===== config.mk =====
export PLATFORM = sky130hd
export DESIGN_NAME = control_sequencer_flat
export DESIGN_NICKNAME = d
export VERILOG_FILES = /design/src/rtl/control_sequencer_pkg.sv /design/src/rtl/control_sequencer_if.sv /design/src/rtl/control_sequencer.sv /design/src/flat_wrapper.sv
export SDC_FILE = /design/constraint.sdc
export NUM_CORES = 1
export LEC_CHECK = 0
export BUFFER_PORTS_ARGS = -buffer_cell sky130_fd_sc_hd__buf_2
export CAP_MARGIN = 0
export CORE_ASPECT_RATIO = 0.7
export CORE_MARGIN = 2
export CORE_UTILIZATION = 35
export DETAILED_ROUTE_END_ITERATION = 10
export GPL_TIMING_DRIVEN = 0
export SETUP_SLACK_MARGIN = 0.3
export SYNTH_ARGS = -nofsm -noshare
export SYNTH_HDL_FRONTEND = slang
export SYNTH_SLANG_ARGS = --single-unit
export TNS_END_PERCENT = 100

===== constraint.sdc =====
create_clock -name clk -period 1.9 [get_ports clk]
set_input_delay 0.095 -clock clk [delete_from_list [all_inputs] [get_ports clk]]
set_output_delay 0.095 -clock clk [all_outputs]
set_load 0.01 [all_outputs]

===== src/rtl/control_sequencer_pkg.sv =====
// cpu_defs: shared CPU definitions used by the control sequencer.
// Holds the sequencer state encoding, the instruction opcodes and the
// bundle of control strobes the sequencer drives into the datapath.
package cpu_defs;

  typedef enum logic [3:0] {
    S_RST  = 4'd0,
    S_T0   = 4'd1,
    S_T1   = 4'd2,
    S_T2   = 4'd3,
    S_T3   = 4'd4,
    S_T4   = 4'd5,
    S_T5   = 4'd6,
    S_T6   = 4'd7,
    S_T7   = 4'd8,
    S_HALT = 4'd9
  } state_t;

  localparam logic [4:0] OP_LD   = 5'b00000;
  localparam logic [4:0] OP_LDI  = 5'b00001;
  localparam logic [4:0] OP_ST   = 5'b00010;
  localparam logic [4:0] OP_ADDI = 5'b01100;
  localparam logic [4:0] OP_BR   = 5'b10010;
  localparam logic [4:0] OP_JR   = 5'b10100;
  localparam logic [4:0] OP_NOP  = 5'b11010;
  localparam logic [4:0] OP_HALT = 5'b11011;

  typedef struct packed {
    logic PCout;
    logic MARin;
    logic IncPC;
    logic PCin;
    logic Read;
    logic Write;
    logic MDRin;
    logic MDRout;
    logic IRin;
    logic Yin;
    logic Zin;
    logic Zlowout;
    logic ADD;
    logic Cout;
    logic Gra;
    logic Grb;
    logic Rin;
    logic Rout;
    logic BAout;
    logic CONin;
  } ctrl_t;

  // Number of bus drivers enabled in one strobe set; a legal state has at most one.
  function automatic logic [2:0] bus_driver_count(input ctrl_t c);
    bus_driver_count = {2'b00, c.PCout} + {2'b00, c.MDRout} + {2'b00, c.Zlowout}
                     + {2'b00, c.Rout}  + {2'b00, c.BAout}  + {2'b00, c.Cout};
  endfunction

endpackage


===== src/rtl/control_sequencer_if.sv =====
// Control bundle between the sequencer (master) and the datapath (slave):
// the instruction opcode and branch condition come in, the strobes go out.
interface control_sequencer_if;
  logic [4:0] opcode;
  logic       CON;
  logic       Run;
  logic       PCout;
  logic       MARin;
  logic       IncPC;
  logic       PCin;
  logic       Read;
  logic       Write;
  logic       MDRin;
  logic       MDRout;
  logic       IRin;
  logic       Yin;
  logic       Zin;
  logic       Zlowout;
  logic       ADD;
  logic       Cout;
  logic       Gra;
  logic       Grb;
  logic       Rin;
  logic       Rout;
  logic       BAout;
  logic       CONin;

  modport master (
    input  opcode, CON,
    output Run, PCout, MARin, IncPC, PCin, Read, Write, MDRin, MDRout, IRin,
           Yin, Zin, Zlowout, ADD, Cout, Gra, Grb, Rin, Rout, BAout, CONin
  );

  modport slave (
    output opcode, CON,
    input  Run, PCout, MARin, IncPC, PCin, Read, Write, MDRin, MDRout, IRin,
           Yin, Zin, Zlowout, ADD, Cout, Gra, Grb, Rin, Rout, BAout, CONin
  );
endinterface


===== src/rtl/control_sequencer.sv =====
// Moore control sequencer: fetch in T0-T2, opcode-qualified execute in
// T3-T7, then back to T0. HALT parks the machine until clr.
// The opcode is taken live from IR in T3 and latched at the end of T3, so
// later IR changes cannot disturb an instruction already in flight.
module control_sequencer
  import cpu_defs::*;
(
  input  logic             clk,
  input  logic             clr,
  control_sequencer_if.master bus
);

  state_t     r_state;
  state_t     w_next;
  logic [4:0] r_opcode;
  logic [4:0] w_op;
  ctrl_t      w_ctrl;
  logic       w_run;

  // In T3 decode straight from IR; from T4 on use the copy latched in T3.
  assign w_op = (r_state == S_T3) ? bus.opcode : r_opcode;

  // State register with asynchronous clear back to RST.
  always_ff @(posedge clk or negedge clr) begin
    if (!clr) begin
      r_state <= S_RST;
    end else begin
      r_state <= w_next;
    end
  end

  // Opcode latch, loaded only while the sequencer sits in T3.
  always_ff @(posedge clk or negedge clr) begin
    if (!clr) begin
      r_opcode <= 5'd0;
    end else if (r_state == S_T3) begin
      r_opcode <= bus.opcode;
    end else begin
      r_opcode <= r_opcode;
    end
  end

  // Next-state and strobe decode from the current state (CON only read in br T6).
  always_comb begin
    w_next = r_state;
    w_ctrl = '0;
    w_run  = 1'b0;
    case (r_state)
      S_RST: begin
        w_next = S_T0;
      end
      S_T0: begin
        w_run        = 1'b1;
        w_ctrl.PCout = 1'b1;
        w_ctrl.MARin = 1'b1;
        w_ctrl.IncPC = 1'b1;
        w_next       = S_T1;
      end
      S_T1: begin
        w_run        = 1'b1;
        w_ctrl.Read  = 1'b1;
        w_ctrl.MDRin = 1'b1;
        w_next       = S_T2;
      end
      S_T2: begin
        w_run         = 1'b1;
        w_ctrl.MDRout = 1'b1;
        w_ctrl.IRin   = 1'b1;
        w_next        = S_T3;
      end
      S_T3: begin
        w_run = 1'b1;
        case (w_op)
          OP_BR: begin
            w_ctrl.Gra   = 1'b1;
            w_ctrl.Rout  = 1'b1;
            w_ctrl.CONin = 1'b1;
            w_next       = S_T4;
          end
          OP_ADDI: begin
            w_ctrl.Grb  = 1'b1;
            w_ctrl.Rout = 1'b1;
            w_ctrl.Yin  = 1'b1;
            w_next      = S_T4;
          end
          OP_LDI, OP_LD, OP_ST: begin
            w_ctrl.Grb   = 1'b1;
            w_ctrl.BAout = 1'b1;
            w_ctrl.Yin   = 1'b1;
            w_next       = S_T4;
          end
          OP_JR: begin
            w_ctrl.Gra  = 1'b1;
            w_ctrl.Rout = 1'b1;
            w_ctrl.PCin = 1'b1;
            w_next      = S_T0;
          end
          OP_HALT: begin
            w_next = S_HALT;
          end
          default: begin
            // nop and unassigned opcodes: one idle T3.
            w_next = S_T0;
          end
        endcase
      end
      S_T4: begin
        w_run = 1'b1;
        case (w_op)
          OP_BR: begin
            w_ctrl.PCout = 1'b1;
            w_ctrl.Yin   = 1'b1;
            w_next       = S_T5;
          end
          OP_ADDI, OP_LDI, OP_LD, OP_ST: begin
            w_ctrl.Cout = 1'b1;
            w_ctrl.ADD  = 1'b1;
            w_ctrl.Zin  = 1'b1;
            w_next      = S_T5;
          end
          default: begin
            w_next = S_T0;
          end
        endcase
      end
      S_T5: begin
        w_run = 1'b1;
        case (w_op)
          OP_BR: begin
            w_ctrl.Cout = 1'b1;
            w_ctrl.ADD  = 1'b1;
            w_ctrl.Zin  = 1'b1;
            w_next      = S_T6;
          end
          OP_ADDI, OP_LDI: begin
            w_ctrl.Zlowout = 1'b1;
            w_ctrl.Gra     = 1'b1;
            w_ctrl.Rin     = 1'b1;
            w_next         = S_T0;
          end
          OP_LD, OP_ST: begin
            w_ctrl.Zlowout = 1'b1;
            w_ctrl.MARin   = 1'b1;
            w_next         = S_T6;
          end
          default: begin
            w_next = S_T0;
          end
        endcase
      end
      S_T6: begin
        w_run = 1'b1;
        case (w_op)
          OP_BR: begin
            w_ctrl.Zlowout = 1'b1;
            w_ctrl.PCin    = bus.CON;
            w_next         = S_T0;
          end
          OP_LD: begin
            w_ctrl.Read  = 1'b1;
            w_ctrl.MDRin = 1'b1;
            w_next       = S_T7;
          end
          OP_ST: begin
            w_ctrl.Gra   = 1'b1;
            w_ctrl.Rout  = 1'b1;
            w_ctrl.MDRin = 1'b1;
            w_next       = S_T7;
          end
          default: begin
            w_next = S_T0;
          end
        endcase
      end
      S_T7: begin
        w_run = 1'b1;
        case (w_op)
          OP_LD: begin
            w_ctrl.MDRout = 1'b1;
            w_ctrl.Gra    = 1'b1;
            w_ctrl.Rin    = 1'b1;
          end
          OP_ST: begin
            w_ctrl.Write = 1'b1;
          end
          default: begin
            w_ctrl = '0;
          end
        endcase
        w_next = S_T0;
      end
      S_HALT: begin
        w_next = S_HALT;
      end
      default: begin
        w_next = S_RST;
      end
    endcase
  end

  assign bus.Run     = w_run;
  assign bus.PCout   = w_ctrl.PCout;
  assign bus.MARin   = w_ctrl.MARin;
  assign bus.IncPC   = w_ctrl.IncPC;
  assign bus.PCin    = w_ctrl.PCin;
  assign bus.Read    = w_ctrl.Read;
  assign bus.Write   = w_ctrl.Write;
  assign bus.MDRin   = w_ctrl.MDRin;
  assign bus.MDRout  = w_ctrl.MDRout;
  assign bus.IRin    = w_ctrl.IRin;
  assign bus.Yin     = w_ctrl.Yin;
  assign bus.Zin     = w_ctrl.Zin;
  assign bus.Zlowout = w_ctrl.Zlowout;
  assign bus.ADD     = w_ctrl.ADD;
  assign bus.Cout    = w_ctrl.Cout;
  assign bus.Gra     = w_ctrl.Gra;
  assign bus.Grb     = w_ctrl.Grb;
  assign bus.Rin     = w_ctrl.Rin;
  assign bus.Rout    = w_ctrl.Rout;
  assign bus.BAout   = w_ctrl.BAout;
  assign bus.CONin   = w_ctrl.CONin;

endmodule


===== src/flat_wrapper.sv =====
// flat-port wrapper written by rule: the top's interface ports become plain ports
module control_sequencer_flat import cpu_defs::*;
  (clk, clr, bus_opcode, bus_CON, bus_Run, bus_PCout, bus_MARin, bus_IncPC, bus_PCin, bus_Read, bus_Write, bus_MDRin, bus_MDRout, bus_IRin, bus_Yin, bus_Zin, bus_Zlowout, bus_ADD, bus_Cout, bus_Gra, bus_Grb, bus_Rin, bus_Rout, bus_BAout, bus_CONin);
  control_sequencer_if bus_i ();
  input  logic clk;
  input  logic clr;
  input wire logic [$bits(bus_i.opcode)-1:0] bus_opcode;
  input wire logic [$bits(bus_i.CON)-1:0] bus_CON;
  output wire logic [$bits(bus_i.Run)-1:0] bus_Run;
  output wire logic [$bits(bus_i.PCout)-1:0] bus_PCout;
  output wire logic [$bits(bus_i.MARin)-1:0] bus_MARin;
  output wire logic [$bits(bus_i.IncPC)-1:0] bus_IncPC;
  output wire logic [$bits(bus_i.PCin)-1:0] bus_PCin;
  output wire logic [$bits(bus_i.Read)-1:0] bus_Read;
  output wire logic [$bits(bus_i.Write)-1:0] bus_Write;
  output wire logic [$bits(bus_i.MDRin)-1:0] bus_MDRin;
  output wire logic [$bits(bus_i.MDRout)-1:0] bus_MDRout;
  output wire logic [$bits(bus_i.IRin)-1:0] bus_IRin;
  output wire logic [$bits(bus_i.Yin)-1:0] bus_Yin;
  output wire logic [$bits(bus_i.Zin)-1:0] bus_Zin;
  output wire logic [$bits(bus_i.Zlowout)-1:0] bus_Zlowout;
  output wire logic [$bits(bus_i.ADD)-1:0] bus_ADD;
  output wire logic [$bits(bus_i.Cout)-1:0] bus_Cout;
  output wire logic [$bits(bus_i.Gra)-1:0] bus_Gra;
  output wire logic [$bits(bus_i.Grb)-1:0] bus_Grb;
  output wire logic [$bits(bus_i.Rin)-1:0] bus_Rin;
  output wire logic [$bits(bus_i.Rout)-1:0] bus_Rout;
  output wire logic [$bits(bus_i.BAout)-1:0] bus_BAout;
  output wire logic [$bits(bus_i.CONin)-1:0] bus_CONin;
  assign bus_i.opcode = bus_opcode;
  assign bus_i.CON = bus_CON;
  assign bus_Run = bus_i.Run;
  assign bus_PCout = bus_i.PCout;
  assign bus_MARin = bus_i.MARin;
  assign bus_IncPC = bus_i.IncPC;
  assign bus_PCin = bus_i.PCin;
  assign bus_Read = bus_i.Read;
  assign bus_Write = bus_i.Write;
  assign bus_MDRin = bus_i.MDRin;
  assign bus_MDRout = bus_i.MDRout;
  assign bus_IRin = bus_i.IRin;
  assign bus_Yin = bus_i.Yin;
  assign bus_Zin = bus_i.Zin;
  assign bus_Zlowout = bus_i.Zlowout;
  assign bus_ADD = bus_i.ADD;
  assign bus_Cout = bus_i.Cout;
  assign bus_Gra = bus_i.Gra;
  assign bus_Grb = bus_i.Grb;
  assign bus_Rin = bus_i.Rin;
  assign bus_Rout = bus_i.Rout;
  assign bus_BAout = bus_i.BAout;
  assign bus_CONin = bus_i.CONin;
  control_sequencer u_core (.clk(clk), .clr(clr), .bus(bus_i));
endmodule

=== Word-level counts from Yosys, hierarchy flattened ===
Index checks and enable logic that the tools add are counted.

* Bits in registers: 9
* Input port bits: 8
* Output and inout port bits: 21

* Equality and inequality tests: 15
* Multiplexer cells: 37
* Reductions and logical operators: 12

{| class="wikitable"
|+ Operators by type and width
! kind !! count
|-
| 4-bit one-hot mux with 9 select lines || 1
|-
| 1-bit one-hot mux with 2 select lines || 10
|-
| 4-bit by 3-bit == test with 1-bit output (second input constant) || 4
|-
| 5-bit == test (second input constant) || 3
|-
| 1-bit 2-to-1 mux || 15
|-
| 3-bit OR reduction || 3
|-
| 4-bit by 2-bit == test with 1-bit output (second input constant) || 2
|-
| 4-bit == test (second input constant) || 2
|-
| 2-bit one-hot mux with 2 select lines || 2
|-
| 4-bit one-hot mux with 2 select lines || 1
|-
| 2-bit OR reduction || 4
|-
| 8-bit OR reduction || 1
|-
| 2-bit 2-to-1 mux || 3
|-
| 3-bit 2-to-1 mux || 2
|-
| 5-bit by 1-bit == test with 1-bit output (second input constant) || 1
|-
| 5-bit by 2-bit == test with 1-bit output (second input constant) || 1
|-
| 5-bit by 4-bit == test with 1-bit output (second input constant) || 1
|-
| 5-bit logical NOT || 1
|-
| 5-bit 2-to-1 mux || 1
|-
| 5-bit OR reduction || 1
|-
| 4-bit by 1-bit == test with 1-bit output (second input constant) || 1
|-
| 4-bit logical NOT || 1
|-
| 4-bit 2-to-1 mux || 1
|-
| 1-bit one-hot mux with 4 select lines || 1
|-
| 4-bit OR reduction || 1
|}

=== Logic depth before layout (Yosys ltp) ===
Gate-level depths: netlist of run 1.

* Depth in word-level cells: 6
* Depth in mapped cells: 8
* Gate-level depth less buffers: 5

=== Worst setup path before layout of run 1 ===
No wires, ideal clock.

* Path type: flip-flop to flip-flop
* Start point: reg u_core.r_state[1]
* End point: reg u_core.r_state[2]
* Data arrival time: 1.948 ns
* Data required time: 1.813 ns
* Path slack: -0.134 ns
* Stages on the path, launching flop included: 8
* Buffers on the path: 2
* Period minus slack after synthesis: 2.034 ns
* Cells stage by stage: dfrtp_1 -> buf_6 -> or4b_4 -> buf_6 -> mux2i_4 -> a2111oi_1 -> a21oi_1 -> o211ai_1

* Longest elaborated chain between the ends: 6

{| class="wikitable"
|+ RTL lines
! element !! line !! source
|-
| start, declared || control_sequencer.sv:13 || <nowiki>state_t r_state;</nowiki>
|-
| start signal, assigned || control_sequencer.sv:28 || <nowiki>r_state <= w_next;</nowiki>
|-
| 4-bit by 3-bit == test with 1-bit output || control_sequencer.sv:21, control_sequencer.sv:48 ||
|-
| 5-bit 2-to-1 mux || control_sequencer.sv:21 || <nowiki>assign w_op = (r_state == S_T3) ? bus.opcode : r_opcode;</nowiki>
|-
| 5-bit by 4-bit == test with 1-bit output, or another cell as far along || control_sequencer.sv:73, control_sequencer.sv:109 ||
|-
| 5-bit OR reduction (no source line) / 3-bit OR reduction (equally long branches) || -- ||
|-
| 4-bit one-hot mux with 2 select lines, or another cell as far along || control_sequencer.sv:73 || <nowiki>case (w_op)</nowiki>
|-
| 4-bit one-hot mux with 9 select lines (*) || control_sequencer.sv:48 || <nowiki>case (r_state)</nowiki>
|-
| named net u_core.w_next[2] || control_sequencer.sv:14 || <nowiki>state_t w_next;</nowiki>
|}

The timed path passes the listed nets; every way through them passes the cells marked *.

=== Final worst setup path of run 1 ===
* Start point: reg u_core.r_opcode[0]
* End point: out bus_Cout

* Longest elaborated chain between the ends: 5

{| class="wikitable"
|+ RTL lines
! element !! line !! source
|-
| start, declared || control_sequencer.sv:15 || <nowiki>logic [4:0] r_opcode;</nowiki>
|-
| start signal, assigned || control_sequencer.sv:37 || <nowiki>r_opcode <= bus.opcode;</nowiki>
|-
| start signal, assigned || control_sequencer.sv:39 || <nowiki>r_opcode <= r_opcode;</nowiki>
|-
| 5-bit 2-to-1 mux (*) || control_sequencer.sv:21 ||
|-
| 5-bit by 4-bit == test with 1-bit output, or another cell as far along || control_sequencer.sv:109 || <nowiki>case (w_op)</nowiki>
|-
| 4-bit OR reduction (no source line) || -- ||
|-
| 2-bit 2-to-1 mux || control_sequencer.sv:109 ||
|-
| 2-bit one-hot mux with 2 select lines (*) || control_sequencer.sv:48 ||
|-
| end, declared || flat_wrapper.sv:23 || <nowiki>output wire logic [$bits(bus_i.Cout)-1:0] bus_Cout;</nowiki>
|}

Every way passes the cells marked *; elsewhere a longest branch is shown, timed or not.

==> flow_summary.json, run 1 <==
{
  "yosysTopAreaCell": "dfrtp_1",
  "ys_seq_elements": 9,
  "core-area_um2": 2720,
  "port_buffers": 28,
  "overflow": 0,
  "ios": 29,
  "end_kind": "output port",
  "fin_nets": 195,
  "ir_worst_vdd_mv": 0.640,
  "p_per_area_nw_per_um2": 1390,
  "synth_top_area_frac": 0.230,
  "multi_input_area_um2": 865,
  "diodes": 0,
  "hold_viol": 0,
  "drtPass1Iterations": 4,
  "grt_max_degree": 11,
  "max_freq_ghz": 0.425,
  "min_path_type": "input pin to flop",
  "placed_area_um2": 1190,
  "cts_tree": "yes",
  "rows": 16,
  "finalWirelength_um": 3440,
  "syn_inst": 128,
  "grt_pass1_vias": 1068,
  "rsz0062_at_grt": "yes",
  "worst_pin_slew_ns": 0.514,
  "start_util": 0.360,
  "synth.area.top_cells": "dfrtp_1, nand2_1, nor2_1",
  "seqCellArea_um2": 226,
  "wl_per_cell_um": 15.5,
  "crit_path_start_kind": "flop",
  "drv_cap": 0,
  "fp.dieArea_um2": 3250,
  "drt_iter0_drc": 40,
  "htree_levels": 1,
  "period_needed_ns": 2.35,
  "antenna_found_initial": 0,
  "drc_errors": 0,
  "fillers": 235,
  "drive_above_1_share": 0.538,
  "status": "complete, but fails checks",
  "viasPerCell": 5.45,
  "clock_sinks": 9,
  "path_class": "flop to output port",
  "required_ns": 1.80,
  "cp.arrival_ns": 2.26,
  "clk_latency_ns": 0.23,
  "root_buffer": "clkbuf_8",
  "area_delta_synth_final_pct": 74.9,
  "synth_cell_type_count": 46,
  "finalSetupViolations": 17,
  "grtUsageTotal": 0.213,
  "syn-num-nets": 136,
  "ys_seq_area_frac": 0.230,
  "total_power_mw": 2.38,
  "slew_viol_final": 0,
  "violations": "negative setup slack",
  "grt_pass1_wl_um": 5050,
  "skew_ns": 0.00466,
  "place_inst": 192,
  "layout_setup_ws_ns": -0.453,
  "synth_area_um2": 981,
  "dpl.hpwl_um": 2190,
  "fin_crit_sh": 1.24,
  "vias": 1209,
  "stdcell_area_um2": 1720,
  "relSlewSlack": 0.653,
  "setup_tns_ns": -4.51,
  "die_w_um": 67.3,
  "avgSynthCellArea_um2": 7.66,
  "p_leak_nw": 0.751,
  "critPathMaxFanout": 8,
  "synth_warnings": 0,
  "clk_pin_slew_ns": 0.04,
  "place_congestion": 0.869,
  "numCtsBuffers": 3,
  "stdcell_count": 222,
  "cts_buffer_depth": 2,
  "die_y_um": 48.3,
  "ant_nets": 0
}
-- repair_timing --
item,in CTS,in global routing
hold buffers,1,0
endpoints found under the setup margin,24,27
endpoints found under the hold margin,9,0
pin swaps,11,24
resized for setup,30,32
buffers inserted,17,8
-- path summary, 6_finish.rpt --
path,slack [ns],cells after the start,to,startpoint
max,-0.45,7,bus_Cout,u_core.r_opcode[0]$_DFF_PN0_
min,0.16,3,u_core.r_opcode[3]$_DFF_PN0_,bus_opcode[3]
max reg2reg,-0.33,9,u_core.r_state[1]$_DFF_PN0_,u_core.r_state[1]$_DFF_PN0_
min reg2reg,0.63,2,u_core.r_opcode[0]$_DFF_PN0_,u_core.r_opcode[0]$_DFF_PN0_
max in group asynchronous,1.45,2,u_core.r_state[0]$_DFF_PN0_,clr
min in group asynchronous,0.26,2,u_core.r_state[3]$_DFF_PN0_,clr
-- report_power, final --
| part | leakage, nW | switching (mW) | total [mW] | internal, mW |
|---|---|---|---|---|
| Clock | 0.0228 | 0.0721 | 0.218 | 0.146 |
| Sequential | 0.109 | 0.166 | 0.447 | 0.281 |
| Combinational | 0.619 | 0.862 | 1.71 | 0.849 |
-- critical path: stages, from the launching register on --
cell and delay [ns]:
dfrtp_1 0.46, or4b_1 0.60, mux2_4 0.30, a21o_1 0.18, nor3_2 0.15, a31o_2 0.16
buf_6 0.10, buf_6 0.09
-- Yosys cell counts (all sizes together) --
| cell type | number |
|---|---|
| a2111oi | 1 |
| a211oi | 1 |
| a21o | 3 |
| a21oi | 8 |
| a221o | 1 |
| a2bb2oi | 1 |
| a311o | 1 |
| a31o | 1 |
| a31oi | 1 |
| and2 | 2 |
| and3b | 2 |
| buf | 8 |
| clkbuf | 1 |
| dfrtp | 9 |
| inv | 3 |
| mux2 | 2 |
| mux2i | 1 |
| nand2 | 21 |
| nand2b | 1 |
| nand3 | 5 |
| nand3b | 3 |
| nand4b | 2 |
| nor2 | 17 |
| nor2b | 2 |
| nor3 | 6 |
| nor3b | 2 |
| nor4b | 3 |
| o211ai | 1 |
| o21a | 1 |
| o21ai | 1 |
| o21bai | 1 |
| o221ai | 2 |
| o22ai | 2 |
| o31a | 1 |
| o32ai | 1 |
| or3 | 3 |
| or3b | 2 |
| or4b | 3 |
| xnor2 | 2 |
-- layer usage --
| layer | routed length, um | GRT usage | vias to the layer above | share of wire |
|---|---|---|---|---|
| met5 | 0 | 0 | - | 0 |
| met4 | 49 | 0.0735 | 0 | 0.014 |
| met3 | 195 | 0.0115 | 4 | 0.057 |
| met2 | 1620 | 0.368 | 50 | 0.47 |
| met1 | 1580 | 0.293 | 570 | 0.46 |
| li1 | - | - | 585 | - |
-- cell families (layout without fill, tap and decap cells) --
group / count (synthesis) / count (layout) / share of synthesized area
AOI/OAI and AO/OA: 28 / 28 / 0.203
and+or+nand+nor: 74 / 74 / 0.426
xor gates and xnor gates: 2 / 2 / 0.0179
DFF: 9 / 9 / 0.230
buffers and inverters: 12 / 70 / 0.0778
muxes: 3 / 3 / 0.0459
-- through the flow --
step	setup slack (ns)	util	hold slack (ns)
after CTS	-0.477	0.559	0.151
after global routing	-0.535	0.630	0.178
after global placement	-0.348	0.438	-0.0499
after floorplan	-0.0680	-	-0.201
after detailed placement	-0.406	0.438	-0.0463
final	-0.453	0.630	0.161
-- layout make-up --
type                    count  share of cell area
repair buffers             54               0.253
clock buffers               4              0.0263
inverters                   3             0.00656
well taps                  36              0.0263
plain buffers               9              0.0518
multi-input cells         107               0.504
flip-flops and latches      9               0.132
-- registers in the layout, indices dropped and copies added (netlist names) --
register,count
u_core.r_state,4
u_core.r_opcode,5
-- cells in the final DEF, fill, tap and decap left out, types with 2 or more instances in the layout --
cell      count
a21o_1        3
a21oi_1       6
a21oi_2       2
and2_1        2
buf_2        24
buf_4        12
buf_6        22
buf_8         2
clkbuf_8      3
dfrtp_1       8
inv_1         2
mux2_4        2
nand2_1      17
nand2_2       3
nand3_1       4
nand3b_1      3
nand4b_1      2
nor2_1       14
nor2_2        2
nor2b_1       2
nor3_1        3
nor3_2        2
o22ai_1       2
or3_4         2
or4b_1        2
xnor2_1       2
(Power assumes the default switching activity.)
==> inputs of run 2 (changes only) <==
--- a/config.mk
+++ b/config.mk
@@ -9,9 +9,10 @@
 export CAP_MARGIN = 0
 export CORE_ASPECT_RATIO = 0.7
 export CORE_MARGIN = 2
-export CORE_UTILIZATION = 35
+export CORE_UTILIZATION = 46
 export DETAILED_ROUTE_END_ITERATION = 10
 export GPL_TIMING_DRIVEN = 0
+export PLACE_DENSITY = 0.75
 export SETUP_SLACK_MARGIN = 0.3
 export SYNTH_ARGS = -nofsm -noshare
 export SYNTH_HDL_FRONTEND = slang
==> flow_summary.json, run 2 (synthesis gave the netlist of run 1 again) <==
{
  "seqCellArea_um2": 229,
  "drive_above_1_share": 0.571,
  "cts_tree": "yes",
  "required_ns": 1.80,
  "grtUsageTotal": 0.346,
  "port_buffers": 28,
  "area_delta_synth_final_pct": 70.2,
  "largestRegisters": "u_core.r_opcode x5, u_core.r_state x4",
  "crit_chain": "nor4b_4 > buf_6 > buf_4 > buf_6 > nand2_4 > a21o_1 > nor3_2 > a31o_4 > buf_6 > buf_6",
  "rsz0062_at_grt": "yes",
  "cts_buffer_depth": 2,
  "core-area_um2": 1940,
  "crit_path_max_incr_delay_ns": 0.48,
  "path_class": "flop to output port",
  "drt_iter0_drc": 123,
  "finalWirelength_um": 4660,
  "hold_viol": 0,
  "hold_depth": 3,
  "finalSetupViolations": 21,
  "grt_pass1_wl_um": 6380,
  "place_inst": 178,
  "violations": "negative setup slack",
  "crit_path_start_kind": "flop",
  "die_w_um": 59.2,
  "p_per_area_nw_per_um2": 1460,
  "fin_crit_sh": 1.29,
  "grt_max_degree": 11,
  "overflow": 0,
  "stdcell_count": 206,
  "worst_pin_slew_ns": 0.633,
  "ir_worst_vdd_mv": 0.615,
  "skew_ns": 0.00176,
  "layout_commonest_cell": "buf_2",
  "largest_reg_flops": 5,
  "crit_path_frequent_cell": "buf_6",
  "clk_pin_slew_ns": 0.06,
  "slew_viol_final": 0,
  "dpl.hpwl_um": 2100,
  "place_congestion": 0.893,
  "grt_pass1_vias": 1206,
  "multi_input_area_um2": 898,
  "fin_nets": 193,
  "wl_per_cell_um": 22.6,
  "p_leak_nw": 0.743,
  "viasPerCell": 6.99,
  "numCtsBuffers": 3,
  "die_y_um": 42.6,
  "antenna_found_initial": 0,
  "vias": 1440,
  "final_cell_mix": "buf_2, buf_6, nand2_1",
  "htree_levels": 1,
  "crit_path_top_delay_cell": "dfrtp_1",
  "diodes": 0,
  "relSlewSlack": 0.572,
  "setup_tns_ns": -6.44,
  "layout_setup_ws_ns": -0.544,
  "drv_cap": 0,
  "drc_errors": 0,
  "r2r_cells": 8,
  "ios": 29,
  "start_util": 0.507,
  "rows": 13,
  "min_path_type": "input pin to flop",
  "cp.arrival_ns": 2.35,
  "clock_sinks": 9,
  "fp.dieArea_um2": 2520,
  "drtPass1Iterations": 5,
  "period_needed_ns": 2.44,
  "max_freq_ghz": 0.409,
  "root_buffer": "clkbuf_4",
  "regMostFlops": "u_core.r_opcode",
  "clk_latency_ns": 0.26,
  "fillers": 92,
  "end_kind": "output port",
  "critPathMaxFanout": 5,
  "status": "complete, but fails checks",
  "ant_nets": 0
}
run 2: routing by layer:
layer,up-vias,global-route usage,share of wire
met5,-,0,0
met1,640,0.485,0.37
met2,171,0.532,0.41
li1,585,-,-
met4,0,0.132,0.072
met3,44,0.0463,0.15
run 2: area by class of cell:
cell class / instances / area share
plain buffers: 9 / 0.0510
clock buffers: 4 / 0.0157
inverters: 3 / 0.00675
multi-input cells: 107 / 0.538
flip-flops and latches: 9 / 0.137
well taps: 22 / 0.0165
repair buffers: 52 / 0.235
run 2: critical path, delay by kind of cell (launching register included):
kind / cells / cell delay, ns
flops: 1 / 0.48
compound gates: 2 / 0.37
buf+inv: 5 / 0.56
simple gates: 3 / 0.67
run 2: stage by stage:
step	hold slack (ns)	power (mW)	setup WS, ns	utilization	instance area [um2]
finish	0.126	2.44	-0.544	0.862	1670
global route	0.153	2.53	-0.592	0.862	1670
CTS	0.116	2.07	-0.482	0.805	1560
detailed placement	-0.0457	1.48	-0.361	0.606	1170
global placement	-0.0530	1.45	-0.321	0.606	1170
floorplan	-0.201	1.17	-0.0680	-	1010
run 2: worst paths after layout:
check                      slack [ns]                          from                      endpoint
max in group asynchronous        1.50                           clr   u_core.r_state[2]$_DFF_PN0_
max reg2reg                     -0.40   u_core.r_state[0]$_DFF_PN0_   u_core.r_state[2]$_DFF_PN0_
min reg2reg                      0.60  u_core.r_opcode[2]$_DFF_PN0_  u_core.r_opcode[2]$_DFF_PN0_
min in group asynchronous        0.21                           clr  u_core.r_opcode[0]$_DFF_PN0_
max                             -0.54   u_core.r_state[0]$_DFF_PN0_                       bus_Zin
min                              0.13                 bus_opcode[2]  u_core.r_opcode[2]$_DFF_PN0_
run 2: where the power goes:
part	switching (mW)	internal [mW]
Combinational	0.995	0.825
Sequential	0.182	0.284
Clock	0.0690	0.0811
run 2: what timing repair did:
action | in CTS | in global routing
pin swaps | 13 | 9
buffers inserted | 20 | 3
gates resized for setup | 42 | 24
gates cloned | 0 | 0
hold buffers | 1 | 0
setup endpoints to repair | 24 | 30
endpoints found under the hold margin | 9 | 0
==> inputs of run 3 (changes only) <==
--- a/config.mk
+++ b/config.mk
@@ -13,7 +13,9 @@
 export DETAILED_ROUTE_END_ITERATION = 10
 export GPL_TIMING_DRIVEN = 0
 export PLACE_DENSITY = 0.75
+export RECOVER_POWER = 100
 export SETUP_SLACK_MARGIN = 0.3
+export SLEW_MARGIN = 20
 export SYNTH_ARGS = -nofsm -noshare
 export SYNTH_HDL_FRONTEND = slang
 export SYNTH_SLANG_ARGS = --single-unit
==> flow_summary.json, run 3 (synthesis gave the netlist of run 1 again) <==
{
  "drt_iter0_drc": 110,
  "die_y_um": 42.6,
  "placed_area_um2": 1170,
  "root_buffer": "clkbuf_4",
  "regMostFlops": "u_core.r_opcode",
  "start_util": 0.507,
  "wl_per_cell_um": 22.9,
  "p_per_area_nw_per_um2": 1470,
  "fin_crit_sh": 1.28,
  "fin_nets": 193,
  "diodes": 0,
  "total_power_mw": 2.43,
  "grt_max_degree": 11,
  "rows": 13,
  "largestRegisters": "u_core.r_opcode x5, u_core.r_state x4",
  "grtUsageTotal": 0.346,
  "hold_viol": 0,
  "violations": "negative setup slack",
  "path_class": "flop to output port",
  "numCtsBuffers": 3,
  "die_w_um": 59.2,
  "p_leak_nw": 0.729,
  "crit_path_start_kind": "flop",
  "period_needed_ns": 2.43,
  "overflow": 0,
  "drv_cap": 0,
  "finalWirelength_um": 4710,
  "clk_pin_slew_ns": 0.06,
  "clock_sinks": 9,
  "critPathMaxFanout": 5,
  "vias": 1423,
  "cts_buffer_depth": 2,
  "min_path_type": "input pin to flop",
  "grt_pass1_vias": 1206,
  "ant_nets": 0,
  "worst_pin_slew_ns": 0.630,
  "core-area_um2": 1940,
  "dpl.hpwl_um": 2100,
  "drc_errors": 0,
  "max_freq_ghz": 0.411,
  "port_buffers": 28,
  "ir_worst_vdd_mv": 0.615,
  "fp.dieArea_um2": 2520,
  "finalSetupViolations": 21,
  "final_cell_mix": "buf_2, buf_6, nand2_1",
  "htree_levels": 1,
  "fillers": 94,
  "clk_latency_ns": 0.26,
  "cp.arrival_ns": 2.34,
  "largest_reg_flops": 5,
  "slew_viol_final": 0,
  "rsz0062_at_grt": "yes",
  "relSlewSlack": 0.574,
  "drtPass1Iterations": 4,
  "grt_pass1_wl_um": 6380,
  "end_kind": "output port",
  "ios": 29,
  "skew_ns": 0.00247,
  "antenna_found_initial": 0,
  "cts_tree": "yes",
  "area_delta_synth_final_pct": 68.1,
  "layout_setup_ws_ns": -0.532,
  "place_congestion": 0.893,
  "layout_commonest_cell": "buf_2",
  "stdcell_area_um2": 1650,
  "drive_above_1_share": 0.554,
  "viasPerCell": 6.91,
  "required_ns": 1.80,
  "status": "complete, but fails checks"
}
-- run 3: worst paths after layout --
check,startpoint,end,slack [ns],depth (start not counted)
min reg2reg,u_core.r_opcode[2]$_DFF_PN0_,u_core.r_opcode[2]$_DFF_PN0_,0.60,2
max,u_core.r_state[0]$_DFF_PN0_,bus_Zin,-0.53,10
min in group asynchronous,clr,u_core.r_state[3]$_DFF_PN0_,0.29,2
max in group asynchronous,clr,u_core.r_opcode[2]$_DFF_PN0_,1.26,2
max reg2reg,u_core.r_state[0]$_DFF_PN0_,u_core.r_state[2]$_DFF_PN0_,-0.46,7
min,bus_opcode[2],u_core.r_opcode[2]$_DFF_PN0_,0.14,3
-- run 3: per-stage QoR --
| stage | hold WS, ns | cells | setup TNS [ns] | util | setup WS [ns] |
|---|---|---|---|---|---|
| 2_1_floorplan | -0.201 | 128 | -0.262 | - | -0.0680 |
| 3_3_place_gp | -0.0530 | 178 | -1.60 | 0.606 | -0.321 |
| 3_5_place_dp | -0.0457 | 178 | -1.91 | 0.606 | -0.361 |
| 4_1_cts | 0.116 | 203 | -5.00 | 0.805 | -0.482 |
| 5_1_grt | 0.153 | 206 | -7.72 | 0.852 | -0.592 |
| 6_report | 0.135 | 206 | -6.93 | 0.852 | -0.532 |
-- run 3: area by class of cell --
class,instances,area (um2),share of cell area
repair buffers,52,384,0.233
well taps,22,27.5,0.0167
plain buffers,9,72.6,0.0440
clock buffers,4,26.3,0.0159
inverters,3,11.3,0.00683
flip-flops and latches,9,229,0.139
multi-input cells,107,898,0.545
-- run 3: worst max-delay path, stage by stage, from the launching register on --
cell	delay (ns)
dfrtp_1	0.51
nor4b_4	0.11
buf_6	0.14
buf_4	0.13
buf_6	0.12
nand2_4	0.10
nor2_1	0.06
or3_4	0.41
a31o_4	0.27
buf_6	0.11
buf_6	0.11
-- run 3: repair_timing --
action,4_1_cts,5_1_grt
pin swaps,13,9
resized for setup,42,24
cloned,0,0
endpoints found under the setup margin,24,30
hold buffers,1,0
hold endpoints to repair,9,0
buffers inserted,20,3
-- run 3: where the power goes --
group	switching [mW]	leakage, nW	internal (mW)
clock	0.0687	0.0150	0.0811
sequential	0.187	0.107	0.283
combinational	0.998	0.607	0.809
total	1.25	0.729	1.17
-- run 3: metal layers --
layer	part of all wire	track usage
met3	0.14	0.0463
met5	0	0
met1	0.37	0.485
met4	0.066	0.132
met2	0.42	0.532
